<file path="config.mk">
export PLATFORM = sky130hd
export DESIGN_NAME = stream_mux
export DESIGN_NICKNAME = d
export VERILOG_FILES = /design/src/rtl/stream_mux_pkg.sv /design/src/rtl/stream_mux_rr_arbiter.sv /design/src/rtl/stream_mux.sv
export SDC_FILE = /design/constraint.sdc
export NUM_CORES = 1
export LEC_CHECK = 0
export BUFFER_PORTS_ARGS = -buffer_cell sky130_fd_sc_hd__buf_2
export CAP_MARGIN = 20
export CORE_UTILIZATION = 38
export DETAILED_ROUTE_END_ITERATION = 10
export HOLD_SLACK_MARGIN = 0.06
export PLACE_DENSITY_LB_ADDON = 0.05
export SYNTH_ARGS = -nofsm -noshare
export SYNTH_HDL_FRONTEND = slang
export SYNTH_SLANG_ARGS = --single-unit
</file>
<file path="constraint.sdc">
create_clock -name clk -period 1.35 [get_ports clk]
set_input_delay 0.135 -clock clk [delete_from_list [all_inputs] [get_ports clk]]
set_output_delay 0.135 -clock clk [all_outputs]
set_load 0.05 [all_outputs]
</file>
<file path="src/rtl/stream_mux_pkg.sv">
// stream_mux_pkg: shared constants and helpers for the stream multiplexer.
//   MODE_RR / MODE_FIXED / MODE_SEL - arbitration mode encodings
//   sw_width(n)                     - width of a channel index for n channels
package stream_mux_pkg;

    localparam int unsigned MODE_RR    = 0;
    localparam int unsigned MODE_FIXED = 1;
    localparam int unsigned MODE_SEL   = 2;

    function automatic int unsigned sw_width(input int unsigned n);
        return (n < 2) ? 1 : $unsigned($clog2(n));
    endfunction

endpackage

</file>
<file path="src/rtl/stream_mux_rr_arbiter.sv">
// rr_arbiter: round-robin arbiter over N requesters.
//   clk, rst   - clock, synchronous active-high reset
//   req        - request vector
//   advance    - grant was consumed this cycle; remember it as the last winner
//   grant      - one-hot grant (zero when no request)
//   grant_idx  - index of the granted requester
module rr_arbiter
    import stream_mux_pkg::*;
#(
    parameter int unsigned N = 4,
    localparam int unsigned SW = sw_width(N)
) (
    input  logic          clk,
    input  logic          rst,
    input  logic [N-1:0]  req,
    input  logic          advance,
    output logic [N-1:0]  grant,
    output logic [SW-1:0] grant_idx
);

    logic [SW-1:0] ptr_q, ptr_d;
    logic          found;

    // Two passes: channels above ptr first, then wrap to 0..ptr. Iterating over
    // real channel indices keeps the wrap at N rather than at 2^SW.
    always_comb begin
        grant     = '0;
        grant_idx = '0;
        found     = 1'b0;
        for (int i = 0; i < N; i++) begin
            if (!found && req[i] && (SW'(i) > ptr_q)) begin
                grant[i]  = 1'b1;
                grant_idx = SW'(i);
                found     = 1'b1;
            end
        end
        for (int i = 0; i < N; i++) begin
            if (!found && req[i] && (SW'(i) <= ptr_q)) begin
                grant[i]  = 1'b1;
                grant_idx = SW'(i);
                found     = 1'b1;
            end
        end
    end

    always_comb begin
        ptr_d = ptr_q;
        if (advance) begin
            ptr_d = grant_idx;
        end
    end

    // Reset to N-1 so the first search begins at channel 0.
    always_ff @(posedge clk) begin
        if (rst) begin
            ptr_q <= SW'(N - 1);
        end else begin
            ptr_q <= ptr_d;
        end
    end

endmodule

</file>
<file path="src/rtl/stream_mux.sv">
// stream_mux: N-input registered stream multiplexer with valid/ready handshakes.
//   clk, rst                     - clock, synchronous active-high reset
//   in_data / in_valid / in_ready - N input streams, channel i at [i*WIDTH +: WIDTH]
//   sel                          - channel select (MODE_SEL only)
//   out_data / out_valid / out_ready - single registered output stream
//   out_src                      - index of the channel that supplied out_data
// MODE: 0 round-robin, 1 fixed priority (lowest index), 2 external select.
module stream_mux
    import stream_mux_pkg::*;
#(
    parameter int unsigned WIDTH = 8,
    parameter int unsigned N     = 4,
    parameter int unsigned MODE  = MODE_RR,
    localparam int unsigned SW   = sw_width(N)
) (
    input  logic               clk,
    input  logic               rst,
    input  logic [N*WIDTH-1:0] in_data,
    input  logic [N-1:0]       in_valid,
    output logic [N-1:0]       in_ready,
    input  logic [SW-1:0]      sel,
    output logic [WIDTH-1:0]   out_data,
    output logic               out_valid,
    input  logic               out_ready,
    output logic [SW-1:0]      out_src
);

    logic [N-1:0]     rr_grant, fx_grant, sl_grant, grant;
    logic [SW-1:0]    rr_idx, fx_idx, sl_idx, grant_idx;
    logic [WIDTH-1:0] grant_data;
    logic             load, in_xfer;

    logic [WIDTH-1:0] out_data_q, out_data_d;
    logic [SW-1:0]    out_src_q, out_src_d;
    logic             out_valid_q, out_valid_d;

    rr_arbiter #(
        .N (N)
    ) u_rr_arbiter (
        .clk       (clk),
        .rst       (rst),
        .req       (in_valid),
        .advance   (in_xfer && (MODE == MODE_RR)),
        .grant     (rr_grant),
        .grant_idx (rr_idx)
    );

    // Fixed priority: scan downward so the lowest valid index is the last write.
    always_comb begin
        fx_grant = '0;
        fx_idx   = '0;
        for (int i = N - 1; i >= 0; i--) begin
            if (in_valid[i]) begin
                fx_grant    = '0;
                fx_grant[i] = 1'b1;
                fx_idx      = SW'(i);
            end
        end
    end

    // External select: an out-of-range sel matches no channel and grants nothing.
    always_comb begin
        sl_grant = '0;
        sl_idx   = '0;
        for (int i = 0; i < N; i++) begin
            if ((sel == SW'(i)) && in_valid[i]) begin
                sl_grant[i] = 1'b1;
                sl_idx      = SW'(i);
            end
        end
    end

    always_comb begin
        case (MODE)
            MODE_RR: begin
                grant     = rr_grant;
                grant_idx = rr_idx;
            end
            MODE_FIXED: begin
                grant     = fx_grant;
                grant_idx = fx_idx;
            end
            default: begin
                grant     = sl_grant;
                grant_idx = sl_idx;
            end
        endcase
    end

    always_comb begin
        grant_data = '0;
        for (int i = 0; i < N; i++) begin
            if (grant[i]) begin
                grant_data = in_data[i*WIDTH +: WIDTH];
            end
        end
    end

    assign load     = !out_valid_q || out_ready;
    assign in_ready = (load && !rst) ? grant : '0;
    assign in_xfer  = |in_ready;

    // A simultaneous input and output transfer simply reloads: no bubble.
    always_comb begin
        out_data_d  = out_data_q;
        out_src_d   = out_src_q;
        out_valid_d = out_valid_q;
        if (in_xfer) begin
            out_data_d  = grant_data;
            out_src_d   = grant_idx;
            out_valid_d = 1'b1;
        end else if (out_ready) begin
            out_valid_d = 1'b0;
        end
    end

    always_ff @(posedge clk) begin
        if (rst) begin
            out_data_q  <= '0;
            out_src_q   <= '0;
            out_valid_q <= 1'b0;
        end else begin
            out_data_q  <= out_data_d;
            out_src_q   <= out_src_d;
            out_valid_q <= out_valid_d;
        end
    end

    assign out_data  = out_data_q;
    assign out_src   = out_src_q;
    assign out_valid = out_valid_q;

endmodule

</file>
# Word level (Yosys, flattened, before mapping)
# Index checks and enable logic that the tools add are counted.
[classes] addsub=0 order_cmp=8 n_reduce_logical=28 n_eq_ne=0 n_div=0 n_shift=0 bitwise=0 n_mul=0 mux=28
[op_table] operator="2-to-1 mux 8 bit" count=4
[op_table] operator="2-to-1 mux 1 bit" count=17
[op_table] operator="logical AND 1 bit" count=16
[op_table] operator="2-to-1 mux 2 bit" count=6
[op_table] operator="zero test 1 bit" count=9
[op_table] operator="greater-than comparator 1 x 2 -> 1 bit, first input constant" count=2
[op_table] operator="greater-than comparator 2 bit, first input constant" count=2
[op_table] operator="less-or-equal comparator 1 x 2 -> 1 bit, first input constant" count=2
[op_table] operator="less-or-equal comparator 2 bit, first input constant" count=2
[op_table] operator="2-to-1 mux 4 bit" count=1
[op_table] operator="OR reduction 4 bit" count=1
[op_table] operator="nonzero test 2 bit" count=1
[op_table] operator="logical OR 1 bit" count=1
[totals] mem_bits_ro=0 register_bits=13 latchBits=0 memories=0 ramBits=0

# Depth between registers and ports, before layout
# Gate-level depths: netlist (run 1).
[logic_depth] ltp_word=34 depth_mapped=6

# By module
# A second synthesis (run 1) with hierarchy kept.
[unflattened] hier_cells=127 hier_area_um2=1009.7
[by_module_without_submodules] mod="stream_mux" area_each_um2=764.5 cells_per_inst=94 instances=1 seq_area_each_um2=220.2
[by_module_without_submodules] mod="rr_arbiter" area_each_um2=245.2 cells_per_inst=33 instances=1 seq_area_each_um2=40.0

# Worst setup path after synthesis (run 1)
# No wires, ideal clock.
[synth_timing] path_kind="flip-flop to output port" start="reg u_rr_arbiter.ptr_q[1]" end="out in_ready[2]" arrival_ns=1.637 stages_incl_launch_ff=5 path_slack_ns=-0.422 cell_sequence="dfxtp_1 -> buf_2 -> a21o_1 -> a211o_2 -> nor2_1"
[synth_via] elab_chain_len=28 elab_cells_between_ends=35
[synth_rtl] item="from (decl)" line_no="stream_mux_rr_arbiter.sv:21" text="logic [SW-1:0] ptr_q, ptr_d;"
[synth_rtl] item="from (signal assigned)" line_no="stream_mux_rr_arbiter.sv:56" text="ptr_q <= SW'(N - 1);"
[synth_rtl] item="from (signal assigned)" line_no="stream_mux_rr_arbiter.sv:58" text="ptr_q <= ptr_d;"
[synth_rtl] item="greater-than comparator 1 x 2 -> 1 bit" line_no="stream_mux_rr_arbiter.sv:31" text="if (!found && req[i] && (SW'(i) > ptr_q)) begin"
[synth_rtl] item="logical AND 1 bit" line_no="stream_mux_rr_arbiter.sv:31"
[synth_rtl] item="2-to-1 mux 1 bit" line_no="stream_mux_rr_arbiter.sv:31"
[synth_rtl] item="zero test 1 bit" line_no="stream_mux_rr_arbiter.sv:31"
[synth_rtl] item="logical AND 1 bit (2 in series)" line_no="stream_mux_rr_arbiter.sv:31"
[synth_rtl] item="2-to-1 mux 1 bit" line_no="stream_mux_rr_arbiter.sv:31"
[synth_rtl] item="zero test 1 bit" line_no="stream_mux_rr_arbiter.sv:31"
[synth_rtl] item="logical AND 1 bit (2 in series)" line_no="stream_mux_rr_arbiter.sv:31"
[synth_rtl] item="(+8 left out)"
[synth_rtl] item="2-to-1 mux 1 bit" line_no="stream_mux_rr_arbiter.sv:38" text="if (!found && req[i] && (SW'(i) <= ptr_q)) begin"
[synth_rtl] item="zero test 1 bit" line_no="stream_mux_rr_arbiter.sv:38"
[synth_rtl] item="logical AND 1 bit (2 in series)" line_no="stream_mux_rr_arbiter.sv:38"
[synth_rtl] item="2-to-1 mux 1 bit" line_no="stream_mux_rr_arbiter.sv:38"
[synth_rtl] item="zero test 1 bit" line_no="stream_mux_rr_arbiter.sv:38"
[synth_rtl] item="logical AND 1 bit (2 in series)" line_no="stream_mux_rr_arbiter.sv:38"
[synth_rtl] item="2-to-1 mux 1 bit (*)" line_no="stream_mux_rr_arbiter.sv:38"
[synth_rtl] item="2-to-1 mux 4 bit (*)" line_no="stream_mux.sv:100" text="assign in_ready = (load && !rst) ? grant : '0;"
[synth_rtl] item="to (decl)" line_no="stream_mux.sv:20" text="output logic [N-1:0] in_ready,"
# Mark *: on every way between the ends. The rest lies on a longest branch, timed or not.

# Worst setup path after layout (run 1)
# Same ends and word-level chain as after synthesis.

==> run metrics, run 1 <==
status complete, but fails checks; failing checks setup timing; initial core utilization approximately two fifths; kind of critical path flip-flop to output port; maximum clock frequency approximately 610 MHz; skew final approximately 0.00033 ns; H-tree lvl count 1; final worst-path cycle share 122%; worst vdd rail ir drop between 0.8 and 0.9 mV; Final Instance Area approximately 1800 um2; Placed Instances around 210; core area 2280 um2; first-pass GRT wire length 5400 um; Final setup viols 16; pin count of the biggest net entering global routing 16; boundary pin count 56; layout cells sized above 1 a little over two thirds; P_leak slightly above 0.8 nW; post-synthesis sequential area ratio 27.7%; register bit total from synthesis 13; Synth area leaders dfxtp_1 28%, a221oi_1 7.4%, a311oi_1 7.4%; Die Y 51.8 um; row count 17; final hold slack approximately 0.14 ns; CTS Root Cell clkbuf_4; CTS Hold Bufs 0; grt total ovfl 0; Total Routing Usage GR a little over a quarter; reg2reg setup slack -0.27 ns; EDFF count, synth 0; Async SR Flop Fraction 0%; post-DR vias/cell 5.85; Crit Path Max Fanout 8; PwrDens between 700 and 800 nW/um2; worst skew pair latency around 0.27 ns; RSZ-0062 raised after global routing true; nature of the critical path endpoint output port; Synth cell types 30; Critical Path AT 1.51 ns; clk slew on worst S/H paths approximately 0.08 ns; average wire per standard cell around 16 um; sw frac about two fifths; Worst-Margin Slew 0.705 ns; Cells after Synth 119; Worst Path Required 1.22 ns; Clk pwr share approximately 17%; Hold Vio Cnt, Final 0; Post-Syn Nets 160; routability cong. between 0.8 and 0.9; router iterations before antenna repair 4; Syn. warnings 0; Nets about 240; Seq pwr share a little under a third; Post-Syn Area between 900 and 1000 um2; Avg Cell Area, Syn 7.91 um2; Comb power frac around 52%; Synth area leader dfxtp_1; Slew Limit Fails 0; Starting DRT DRC Count 26; die width 51.8 um; Post-DRT Antenna Nets 0; critical path launch point type flip-flop; die footprint about 2700 um2; CTS tree done; # diodes 0; initial antenna violation count 0; P&R area growth vs syn 93.9%; vias in the first global route between 1000 and 1500; Slew HR between 50 and 60%; CTS Buf Count 3; post-placement cell area 1440 um2; Max-Cap Viols 0; DRC violations left 0; Yosys top cell area share around 28%; CTS max path bufs 2; top-count cell post-synth nor2_1; top cells by count, synth 18 x nor2_1, 13 x dfxtp_1, 9 x inv_1, 9 x o21ai_0; Int Pwr about 0.85 mW; Post-Route WL roughly 3700 um; # fillers 151; Port Buf Inserts 53; setup ws final -0.299 ns; non-filler instance count after layout about 230; top_reg_cell synth dfxtp_1; Vias ~1300; Hold WC Path Type primary input to flip-flop; min cycle time layout ~1.6 ns; dpl hpwl 2270 um; clk sinks 13; Psw ~0.57 mW
[worst paths after layout]
check                                                         from                  endpoint  cells past startpoint
worst max-delay path            u_rr_arbiter.ptr_q[1]$_SDFFE_PP1P_               in_ready[2]                      4
worst max register to register  u_rr_arbiter.ptr_q[1]$_SDFFE_PP1P_  out_data[1]$_SDFFE_PP0P_                      6
worst min register to register            out_data[0]$_SDFFE_PP0P_  out_data[0]$_SDFFE_PP0P_                      2
worst min-delay path                                   in_data[26]  out_data[2]$_SDFFE_PP0P_                      3
[critical path, cell delays in order, from the launching register on]
cell     delay [ns]
dfxtp_4        0.38
a21o_4         0.25
a211o_4        0.35
nor2_4         0.09
buf_6          0.16
[metal layers]
metal / GRT usage [%] / up-vias / wire length (um)
li1: - / 626 / -
met1: 37.0 / 615 / 1540
met2: 43.9 / 77 / 1810
met3: 2.05 / 11 / 252
met4: 11.7 / 0 / 115
met5: 0 / - / 0
[placed cells by master, fill, tap and decap left out, types with 5 or more instances in the layout]
cell type / netlist / routed
o21ai_0: 9 / 9
a2111oi_2: 0 / 5
nor2_1: 18 / 14
a221oi_2: 0 / 6
buf_6: 2 / 5
dfxtp_1: 13 / 10
inv_1: 9 / 8
buf_2: 2 / 49
buf_4: 0 / 26
and3_2: 8 / 8
a311oi_1: 8 / 8
[registers in the layout, summed over array words and instances, names as in the netlist]
signal / flops
out_data: 8
out_src: 2
out_valid: 1
u_rr_arbiter.ptr_q: 2
[power groups by stage]
stage / Combinational [mW] / Sequential, mW / Clock [mW]
after floorplan: 0.278 / 0.544 / 0
after global placement: 0.531 / 0.447 / 0
after detailed placement: 0.542 / 0.449 / 0
after CTS: 0.663 / 0.442 / 0.252
after global routing: 0.771 / 0.445 / 0.263
final: 0.731 / 0.442 / 0.242
[kinds of logic after synthesis]
family | share of synthesized area, %
buffers and inverters | 9.84
DFF | 27.7
and+or+nand+nor | 23.5
AOI/OAI and AO/OA | 39.0
[final cells by class]
cell class / instances / area, um2 / share of cell area [%]
Clock buffer: 4 / 26.3 / 1.44
Inverter: 10 / 37.5 / 2.06
Multi-Input combinational cell: 89 / 907 / 49.7
Sequential cell: 13 / 272 / 14.9
Tap cell: 28 / 35.0 / 1.92
Timing Repair Buffer: 83 / 547 / 30.0
[timing repair]
action,CTS,global route
pin swaps,16,11
cloned,2,1
buffers inserted,6,3
endpoints found under the setup margin,16,16
resized for setup,37,15
[metrics by stage]
stage	setup slack (ns)	power [mW]	setup TNS [ns]	utilization, %
2_1_floorplan	-0.0724	0.822	-0.597	-
3_3_place_gp	-0.388	0.978	-4.41	63.4
3_5_place_dp	-0.464	0.991	-5.51	63.4
4_1_cts	-0.287	1.36	-2.73	75.8
5_1_grt	-0.326	1.48	-3.72	80.2
6_report	-0.299	1.41	-2.88	80.2
Power figures use the tool's default switching activity.
==> run 2: changes to the inputs <==
Settings changed: REMOVE_ABC_BUFFERS set to 1.
==> run 2 against run 1 <==
  * Die area is the same
  * Critical path type unchanged
  * Sequential share of layout area grew 0.78 points
  * Critical endpoint is now in_ready[3]
  * Global-route usage shrank 1.5 points
  * Via count shrank 7.4%
  * Total power shrank 4.1%
  * Non-clock buffer count shrank 5
  * Critical path depth grew 2
  * Highest routed layer unchanged
  * Count of clock-buffer cells in the layout is the same
  * Clock skew grew 0.0014 ns
  * The run still ends with setup timing left
  * Fmax grew 1.3%
  * Largest power group unchanged
==> run metrics, run 2 (same netlist as run 1, synthesis figures left out) <==
status complete, but fails checks; failing checks setup timing; pin count of the biggest net entering global routing 21; Starting DRT DRC Count 21; FF-to-FF path depth 6; vias in the first global route between 1000 and 1500; storage element area 268 um2; Int Pwr ~0.83 mW; worst vdd rail ir drop around 0.75 mV; CTS Root Cell clkbuf_4; Final Core Density approximately three quarters; sw frac about two fifths; hold wc startpoint in_data[29]; Hold Vio Cnt, Final 0; H-tree lvl count 1; first-pass GRT wire length ~5000 um; Post-DRT Antenna Nets 0; Final setup viols 16; final hold slack roughly 0.13 ns; Nets about 230; router iterations before antenna repair 4; skew final 0.00171 ns; layout cells sized above 1 61.8%; WL met3 roughly 180 um; CTS tree done; initial core utilization about two fifths; critical path launch point type flip-flop; top sig layer met4; nature of the critical path endpoint output port; dpl hpwl 2250 um; Comb power frac approximately half; crit path launch u_rr_arbiter.ptr_q[1]$_SDFFE_PP1P_; post-placement cell area around 1400 um2; Max-Cap Viols 0; Post-Route WL between 3000 and 4000 um; # diodes 0; Hold WC Path Type primary input to flip-flop; grt total ovfl 0; clk sinks 13; Clk pwr share about 18%; final worst-path cycle share 121%; Crit Path Max Fanout 6; average wire per standard cell 15.1 um; Port Buf Inserts 53; Worst Path Required around 1.2 ns; M1 wire length 1370 um; maximum clock frequency 614 MHz; CTS Hold Bufs 0; Slew HR between 60% and 70%; boundary pin count 56; Psw roughly 0.53 mW; most frequent cells in the layout 49 x buf_2, 16 x buf_4, 15 x nor2_1, 11 x dfxtp_1, 9 x buf_6; Slew Limit Fails 0; Final Instance Area about 1700 um2; met2 WL ~1700 um; max reg flops 8; most common cell after layout, fill and taps aside buf_2; CTS Buf Count 3; Vias between 1000 and 1500; Worst-Margin Slew between 0.5 and 0.6 ns; P&R area growth vs syn 81.6%; hold depth 3; Crit Reg-Reg Startpoint u_rr_arbiter.ptr_q[1]$_SDFFE_PP1P_; DRC violations left 0; Die Y 51.8 um; kind of critical path flip-flop to output port; clk slew on worst S/H paths approximately 0.08 ns; routability cong. ~0.87; setup ws final -0.278 ns; post-DR vias/cell ~5.6; core area 2280 um2; die width 51.8 um; Critical Path AT about 1.5 ns; worst skew pair latency about 0.28 ns; P_leak between 0.7 and 0.8 nW; # fillers between 150 and 200; die footprint between 2000 and 3000 um2; Total Routing Usage GR approximately a quarter; area of the multi-input gates approximately 800 um2; total power ~1.4 mW; row count 17; initial antenna violation count 0; Seq pwr share around a third; CTS max path bufs 2; min cycle time layout approximately 1.6 ns; RSZ-0062 raised after global routing true; PwrDens between 700 and 800 nW/um2
[run 2: final cells by class]
class                           instances  share of cell area, %
Clock buffer                            4                   1.54
Tap cell                               28                   2.05
Timing Repair Buffer                   78                   31.7
Sequential cell                        13                   15.7
Multi-Input combinational cell         86                   46.7
Inverter                               10                   2.34
[run 2: worst paths after layout]
path | end | slack (ns)
worst max register to register | out_data[1]$_SDFFE_PP0P_ | -0.22
worst min register to register | out_src[0]$_SDFFE_PP0P_ | 0.50
worst min-delay path | out_data[5]$_SDFFE_PP0P_ | 0.13
worst max-delay path | in_ready[3] | -0.28
[run 2: routing by layer]
| layer | vias to the layer above | track usage, % |
|---|---|---|
| met1 | 565 | 28.7 |
| met2 | 47 | 49.4 |
| li1 | 609 | - |
| met4 | 0 | 3.60 |
| met5 | - | 0 |
| met3 | 9 | 6.43 |
[run 2: per-stage QoR]
stage	instances	setup WS, ns	TNS (ns)
detailed placement	208	-0.358	-3.67
CTS	219	-0.274	-3.40
global route	219	-0.333	-4.29
global placement	208	-0.285	-3.00
finish	219	-0.278	-2.93
floorplan	109	-0.809	-10.60
[run 2: power groups by stage]
stage | registers [mW] | clock network [mW] | logic (mW)
floorplan | 0.548 | 0 | 0.199
global placement | 0.446 | 0 | 0.502
detailed placement | 0.448 | 0 | 0.508
CTS | 0.441 | 0.247 | 0.588
global route | 0.445 | 0.270 | 0.722
finish | 0.441 | 0.241 | 0.676
[run 2: worst max-delay path: stages (launching register included)]
cell     delay [ns]
dfxtp_4        0.37
buf_6          0.12
o211a_1        0.25
buf_4          0.16
nor2_4         0.11
nor2_2         0.04
buf_6          0.15
[run 2: what timing repair did]
item                                    4_1_cts  5_1_grt
endpoints found under the setup margin       16       16
buffers inserted                              7        0
pin swaps                                     9       15
resized for setup                            32       30
